$ cat src/rtl/instr_sequencer.sv
// instr_sequencer: fetches 9-bit words from a synchronous ROM and feeds them
// to the processor over the run/done/DIN handshake. It handles the MVI
// immediate word, halt/illegal-opcode trapping, a done-timeout watchdog and
// a saturating count of retired instructions.
module instr_sequencer #(
    parameter int AW      = 5,
    parameter int TIMEOUT = 7,
    parameter int CW      = 16
) (
    input  logic          clk,
    input  logic          resetn,
    input  logic          start,
    input  logic          stop,
    input  logic [AW-1:0] start_addr,
    output logic [AW-1:0] mem_addr,
    output logic          mem_rd,
    input  logic [8:0]    mem_rdata,
    output logic [8:0]    DIN,
    output logic          run,
    input  logic          done,
    output logic          busy,
    output logic          halted,
    output logic          error,
    output logic [AW-1:0] pc,
    output logic [CW-1:0] retired
);

    localparam int TW = $clog2(TIMEOUT + 1);

    localparam logic [2:0] OP_MVI  = 3'b100;
    localparam logic [2:0] OP_HALT = 3'b111;

    typedef enum logic [2:0] {
        S_IDLE, S_FETCH, S_ISSUE, S_IMM, S_WAIT, S_HALTED, S_ERROR
    } state_t;

    state_t        state;
    logic [AW-1:0] pc_q;
    logic [CW-1:0] ret_q;
    logic          stop_pending;
    logic [TW-1:0] timer;

    logic [2:0]    op;
    logic          stop_any;
    logic          op_ill;
    logic          issue_ok;
    logic [AW-1:0] pc_inc;

    // Decode of the word currently on mem_rdata (only meaningful in ISSUE).
    assign op       = mem_rdata[8:6];
    assign stop_any = stop | stop_pending;
    assign op_ill   = (op == 3'b101) || (op == 3'b110);
    assign issue_ok = (state == S_ISSUE) && !stop_any && (op != OP_HALT) && !op_ill;
    assign pc_inc   = pc_q + 1'b1;

    assign pc      = pc_q;
    assign retired = ret_q;
    assign busy    = (state == S_FETCH) || (state == S_ISSUE) ||
                     (state == S_IMM)   || (state == S_WAIT);
    assign halted  = (state == S_HALTED);
    assign error   = (state == S_ERROR);

    // Sequencer state, program counter, watchdog timer and retire counter.
    always_ff @(posedge clk) begin
        if (!resetn) begin
            state        <= S_IDLE;
            pc_q         <= '0;
            ret_q        <= '0;
            stop_pending <= 1'b0;
            timer        <= '0;
        end else begin
            // A stop seen while busy is remembered until the next boundary;
            // every transition into IDLE below clears it again.
            if (busy && stop)
                stop_pending <= 1'b1;
            case (state)
                S_IDLE, S_HALTED, S_ERROR: begin
                    if (start) begin
                        pc_q         <= start_addr;
                        stop_pending <= 1'b0;
                        state        <= S_FETCH;
                    end
                end
                S_FETCH: begin
                    if (stop_any) begin
                        stop_pending <= 1'b0;
                        state        <= S_IDLE;
                    end else begin
                        state <= S_ISSUE;
                    end
                end
                S_ISSUE: begin
                    if (stop_any) begin
                        stop_pending <= 1'b0;
                        state        <= S_IDLE;
                    end else if (op == OP_HALT) begin
                        state <= S_HALTED;
                    end else if (op_ill) begin
                        state <= S_ERROR;
                    end else begin
                        pc_q  <= pc_inc;
                        timer <= '0;
                        state <= (op == OP_MVI) ? S_IMM : S_WAIT;
                    end
                end
                S_IMM: begin
                    pc_q  <= pc_inc;
                    state <= S_WAIT;
                end
                S_WAIT: begin
                    timer <= timer + 1'b1;
                    if (done) begin
                        if (ret_q != '1)
                            ret_q <= ret_q + 1'b1;
                        if (stop_any) begin
                            stop_pending <= 1'b0;
                            state        <= S_IDLE;
                        end else begin
                            // Next word was prefetched during WAIT: issue with no bubble.
                            state <= S_ISSUE;
                        end
                    end else if (timer == TW'(TIMEOUT - 1)) begin
                        state <= S_ERROR;
                    end
                end
                default: state <= S_IDLE;
            endcase
        end
    end

    // Handshake and ROM strobes; ISSUE/IMM forward the ROM word straight to DIN.
    always_comb begin
        run      = 1'b0;
        DIN      = '0;
        mem_rd   = 1'b0;
        mem_addr = '0;
        case (state)
            S_FETCH: begin
                mem_rd   = 1'b1;
                mem_addr = pc_q;
            end
            S_ISSUE: begin
                if (issue_ok) begin
                    run = 1'b1;
                    DIN = mem_rdata;
                    if (op == OP_MVI) begin
                        mem_rd   = 1'b1;
                        mem_addr = pc_inc;
                    end
                end
            end
            S_IMM: begin
                run = 1'b1;
                DIN = mem_rdata;
            end
            S_WAIT: begin
                run      = 1'b1;
                mem_rd   = 1'b1;
                mem_addr = pc_q;
            end
            default: ;
        endcase
    end

endmodule

$ cat config.mk
export PLATFORM = sky130hd
export DESIGN_NAME = instr_sequencer
export DESIGN_NICKNAME = d
export VERILOG_FILES = /design/src/rtl/instr_sequencer.sv
export SDC_FILE = /design/constraint.sdc
export NUM_CORES = 1
export LEC_CHECK = 0
export ABC_AREA = 1
export BUFFER_PORTS_ARGS = -buffer_cell sky130_fd_sc_hd__buf_4
export CORE_MARGIN = 2
export CORE_UTILIZATION = 25
export DETAILED_ROUTE_END_ITERATION = 8
export GPL_TIMING_DRIVEN = 0
export SYNTH_ARGS = -nofsm -noshare
export SYNTH_HDL_FRONTEND = slang
export SYNTH_SLANG_ARGS = --single-unit
$ cat constraint.sdc
create_clock -name clk -period 2.06 [get_ports clk]
set_clock_uncertainty 0.05 [all_clocks]
set_input_delay 0.103 -clock clk [delete_from_list [all_inputs] [get_ports clk]]
set_output_delay 0.103 -clock clk [all_outputs]
set_load 0.1 [all_outputs]
# After elaboration in Yosys (flattened, before gate mapping)
# Cells that the tools add are included.
[word_totals]
input_bits = 19
out_inout_bits = 40
elab_cells = 81
register_bits = 28
[classes]
eq_ne = 18
addsub = 3
bitwise = 1
reduce_logical = 21
mux = 33
[op_table]
columns = ["cell", "n"]
rows = [
  ["two-way mux 3 bit", 10],
  ["two-way mux 5 bit", 6],
  ["== test 3 bit (second input constant)", 8],
  ["one-hot mux 9 bit (2 select lines)", 1],
  ["adder 16 x 1 -> 16 bit (second input constant)", 1],
  ["inequality test 16 bit (second input constant)", 1],
  ["one-hot mux 3 bit (5 select lines)", 1],
  ["one-hot mux 5 bit (3 select lines)", 1],
  ["one-hot mux 5 bit (2 select lines)", 1],
  ["two-way mux 9 bit", 1],
  ["inequality test 2 bit (second input constant)", 4],
  ["two-way mux 1 bit", 7],
  ["== test 3 x 2 -> 1 bit (second input constant)", 2],
  ["one-hot mux 3 bit (2 select lines)", 1],
  ["OR reduction 2 bit", 3],
  ["adder 5 x 1 -> 5 bit (second input constant)", 1],
  ["AND reduction 5 bit", 1],
  ["logical AND 1 bit", 4],
  ["logical OR 1 bit", 4],
  ["one-hot mux 1 bit (2 select lines)", 2],
  ["AND reduction 4 bit", 1],
  ["adder 3 x 1 -> 3 bit (second input constant)", 1],
  ["== test 3 x 1 -> 1 bit (second input constant)", 1],
  ["zero test 3 bit", 1],
  ["other kinds (11)", 12],
]

# Longest topological paths before layout
[depth]
ltp_word = 9
ltp_mapped = 10
ltp_nobuf = 9

# Worst setup path before layout
# No wires, ideal clock.
[synth_path]
kind = "register to output"
start = "register pc_q[0], in the netlist pc[0]"
end = "output mem_addr[4]"
path_buffers = 0
required_time_ns = 1.907
arrival_time_ns = 3.151
stages_incl_launch_ff = 6
slack_ns = -1.244
cell_sequence = "dfxtp_1 ha_1 nand3_1 xor2_1 inv_1 o22ai_1"
[synth_via]
elab_chain_len = 4
[synth_rtl]
columns = ["item", "line", "source"]
rows = [
  ["start: declaration", "38", "logic [AW-1:0] pc_q;"],
  ["start signal: assignment", "79", "pc_q <= start_addr;"],
  ["start signal: assignment", "101", "pc_q <= pc_inc;"],
  ["start signal: assignment", "107", "pc_q <= pc_inc;"],
  ["adder 5 x 1 -> 5 bit", "54", "assign pc_inc = pc_q + 1'b1;"],
  ["two-way mux 5 bit", "146", "if (op == OP_MVI) begin"],
  ["two-way mux 5 bit", "143", "if (issue_ok) begin"],
  ["one-hot mux 5 bit (2 select lines)", "137", "case (state)"],
  ["end: declaration", "15", "output logic [AW-1:0] mem_addr,"],
]
# Every way passes these cells.

# Final worst setup path
[layout_path]
start = "register state[0]"
end = "output mem_addr[0]"
[layout_via]
elab_chain_len = 6
elab_cells_between_ends = 9
cone_classes = "eq/ne: 3; mux: 2; reduce/logical: 4"
[layout_rtl]
columns = ["item", "line", "source"]
rows = [
  ["start: declaration", "37", "state_t state;"],
  ["start signal: assignment", "103", "state <= (op == OP_MVI) ? S_IMM : S_WAIT;"],
  ["== test 3 x 2 -> 1 bit", "53, 137", ""],
  ["logical AND 1 bit (3 in a row)", "53", "assign issue_ok = (state == S_ISSUE) && !stop_any && (op != OP_HALT) && !op_ill;"],
  ["two-way mux 5 bit", "143", ""],
  ["one-hot mux 5 bit (2 select lines) (*)", "137", ""],
]
# Mark *: on every way between the ends. The rest lies on a longest branch, timed or not.

==> metrics.cfg <==
[clock_network]
h-tree-depth=1
root_buffer=clkbuf_8
clk_latency_ns=0.27
postCtsSetupBuffers=0
cts_tree=yes
cts_buffer_depth=2
hold_buffers=0
cts_made_buffers=3
clkSinkCount=28
clkTransAtPathRegs_ns=0.10

[sta]
fmax_mhz=515
maxSlewHeadroom_pct=58.1
setup_violations=0
hold_ws_ns=0.104
final.setup.worst_slack_ns=0.119
final_max_slew_viol_count=0
hold_violations=0
max_slew.worst_pin.slew_ns=0.628
period_share_pct=94.2
period_needed_ns=1.94

[routing]
vias_per_cell=4.41
ant_nets=0
first_iter_violations=68
wl_met2_mm=2.50
vias=2154
top_layer_used=met4
dr.pass1.iters=4
routedWlPerCell_um=10.9
wl_met1_mm=2.43
wirelength_mm=5.32
drc=0
route.met3.wl_um=330

[min_path]
min_path_type=in -> reg
holdCritStartpoint=start_addr[4]

[synth]
synth_ff_type=dfxtp_1
synth_edf_count=0
syn_nets=346
yosys_warnings=0
avgSynthCellArea_um2=6.36
synth-seq-cells=28
synth_seq_area_share_pct=27.3
syn_inst=323
async_flop_share_pct=0
synth_area_um2=2060
synth.distinct_cells=29

[critical_path]
r2r_cells=8
slowest_delay_ns=0.32
critical_path_buf_inv_count=3
start_kind=flip-flop
path_delay_family=simple AND/OR/NAND/NOR gates
critPathKind=reg -> out
setup.worst_path.start=state[0]
reg2reg_slack_ns=0.41
path_depth=7
arrival_ns=1.79
required_ns=1.91
worst_path_max_delay_cell=dfxtp_1
setup.worst_path.end=mem_addr[0]
rr_endpoint=retired[14]
crit_path_end_kind=output port
cp_max_fo=7
rr_startpoint=retired[0]
worstPathCellList=buf_6, inv_1, nand3_2, nor2_4, nand3_4, o21ai_4, buf_8

[final_layout]
antenna_cells=0
area_growth_pct=37.4
final_core_util_pct=34.9
final_cell_mix=nand2_1, buf_4, inv_1
layout_commonest_cell=nand2_1
fin_nets=408
fillers=866
drive_gt1_share_pct=32.1

[pwr]
p_comb_share_pct=47.9
p_int_w=0.000922
p_sw_share_pct=47.4
clock_power_share_pct=17.4
ir_worst_vdd_mv=0.236
p_switching_w=0.000831
power_frac_seq_pct=34.7
power-per-cell-area_nw_per_um2=620
p_leak_nw=1.29

[global_route]
track_usage_pct=11.8
first_global_vias=1939
antenna_found_initial=0
grt_first_pass_wirelength_mm=8.70
grt_start_max_net_pins=15
grt_overflow=0

[place]
io_buffers=57
dp_slack_ns=0.0344
gp_congestion=0.818
dpl.hpwl_mm=4.14

[run_status]
outcome=complete, no violations

[die]
die_w_um=94.7
die_area_um2=8960
initial_core_util_pct=25.4
rows=33
core_area_um2=8090
die_y_um=94.7
io_pins=59

[flow_run]
drv_cap=0

## worst min-delay path, stage by stage
cell and delay (ns):
buf_4 0.08, nand2_1 0.04, nand2_1 0.05, nor2_1 0.04, nor2_1 0.09
## kinds of logic (layout without fill, tap and decap cells)
logic type	Yosys count	count (layout)	synth area share (%)
and+or+nand+nor	184	184	41.5
buffers and inverters	56	116	11.7
AOI/OAI and AO/OA	41	41	12.8
DFF	28	28	27.3
xor gates and xnor gates	10	10	4.26
adders and majority gates	4	4	2.43
## sequential cells by signal, indices dropped and copies added, names as in the netlist
register      count
state             3
retired          16
pc                5
stop_pending      1
timer             3
## Yosys cell counts (all sizes together), types with 2 or more instances
cell      n  area share, %
nand2   102             20
nor2     50             12
inv      49            8.9
dfxtp    28             27
nand3    22            6.5
a21oi    19            6.1
o21ai    15            3.7
xor2      8            3.4
nand4     5            1.5
buf       4            2.2
ha        4            2.4
o22ai     4            1.2
clkbuf    3           0.55
nand3b    2           0.73
nor3      2           0.49
xnor2     2           0.85
## power by group through the flow
stage	combinational [W]	clock, W	sequential (W)
floorplan	0.000492	0	0.000777
detailed placement	0.000813	0	0.000620
finish	0.000839	0.000304	0.000609
global placement	0.000805	0	0.000619
global route	0.000900	0.000336	0.000613
CTS	0.000819	0.000318	0.000607
## cell type report
cell class                      count  area (um^2)  share of cell area [%]
Inverter                           49          184                    6.51
Tap cell                          105          131                    4.65
Timing Repair Buffer               57          469                    16.6
Multi-Input combinational cell    239         1360                    48.1
Buffer                              7         56.3                    1.99
Sequential cell                    28          584                    20.7
Clock buffer                        3         41.3                    1.46
## worst min path at each step
stage,slack (ns),to,cells past startpoint
2_1_floorplan,0.28,pc[3],4
3_3_place_gp,0.38,pc[4],5
3_5_place_dp,0.40,pc[3],5
4_1_cts,0.10,pc[3],5
5_1_grt,0.15,pc[4],5
6_report,0.10,pc[4],5
## through the flow
stage / TNS [ns] / power, W / area [um^2] / cells
2_1_floorplan: -3.98 / 0.00127 / 2140 / 323
3_3_place_gp: 0 / 0.00142 / 2700 / 485
3_5_place_dp: 0 / 0.00143 / 2700 / 485
4_1_cts: 0 / 0.00174 / 2760 / 488
5_1_grt: -0.0364 / 0.00185 / 2830 / 488
6_report: 0 / 0.00175 / 2830 / 488
## metal layers
metal	up-vias	GRT usage (%)
met5	-	0
met4	0	4.23
met3	6	1.52
met2	63	20.0
met1	957	15.4
li1	1128	-
## timing repair
action | 4_1_cts | 5_1_grt
resized for setup | 5 | 16
pin swaps | 0 | 2
setup endpoints to repair | 16 | 16
Note: power is estimated with default switching activity, not from simulation.
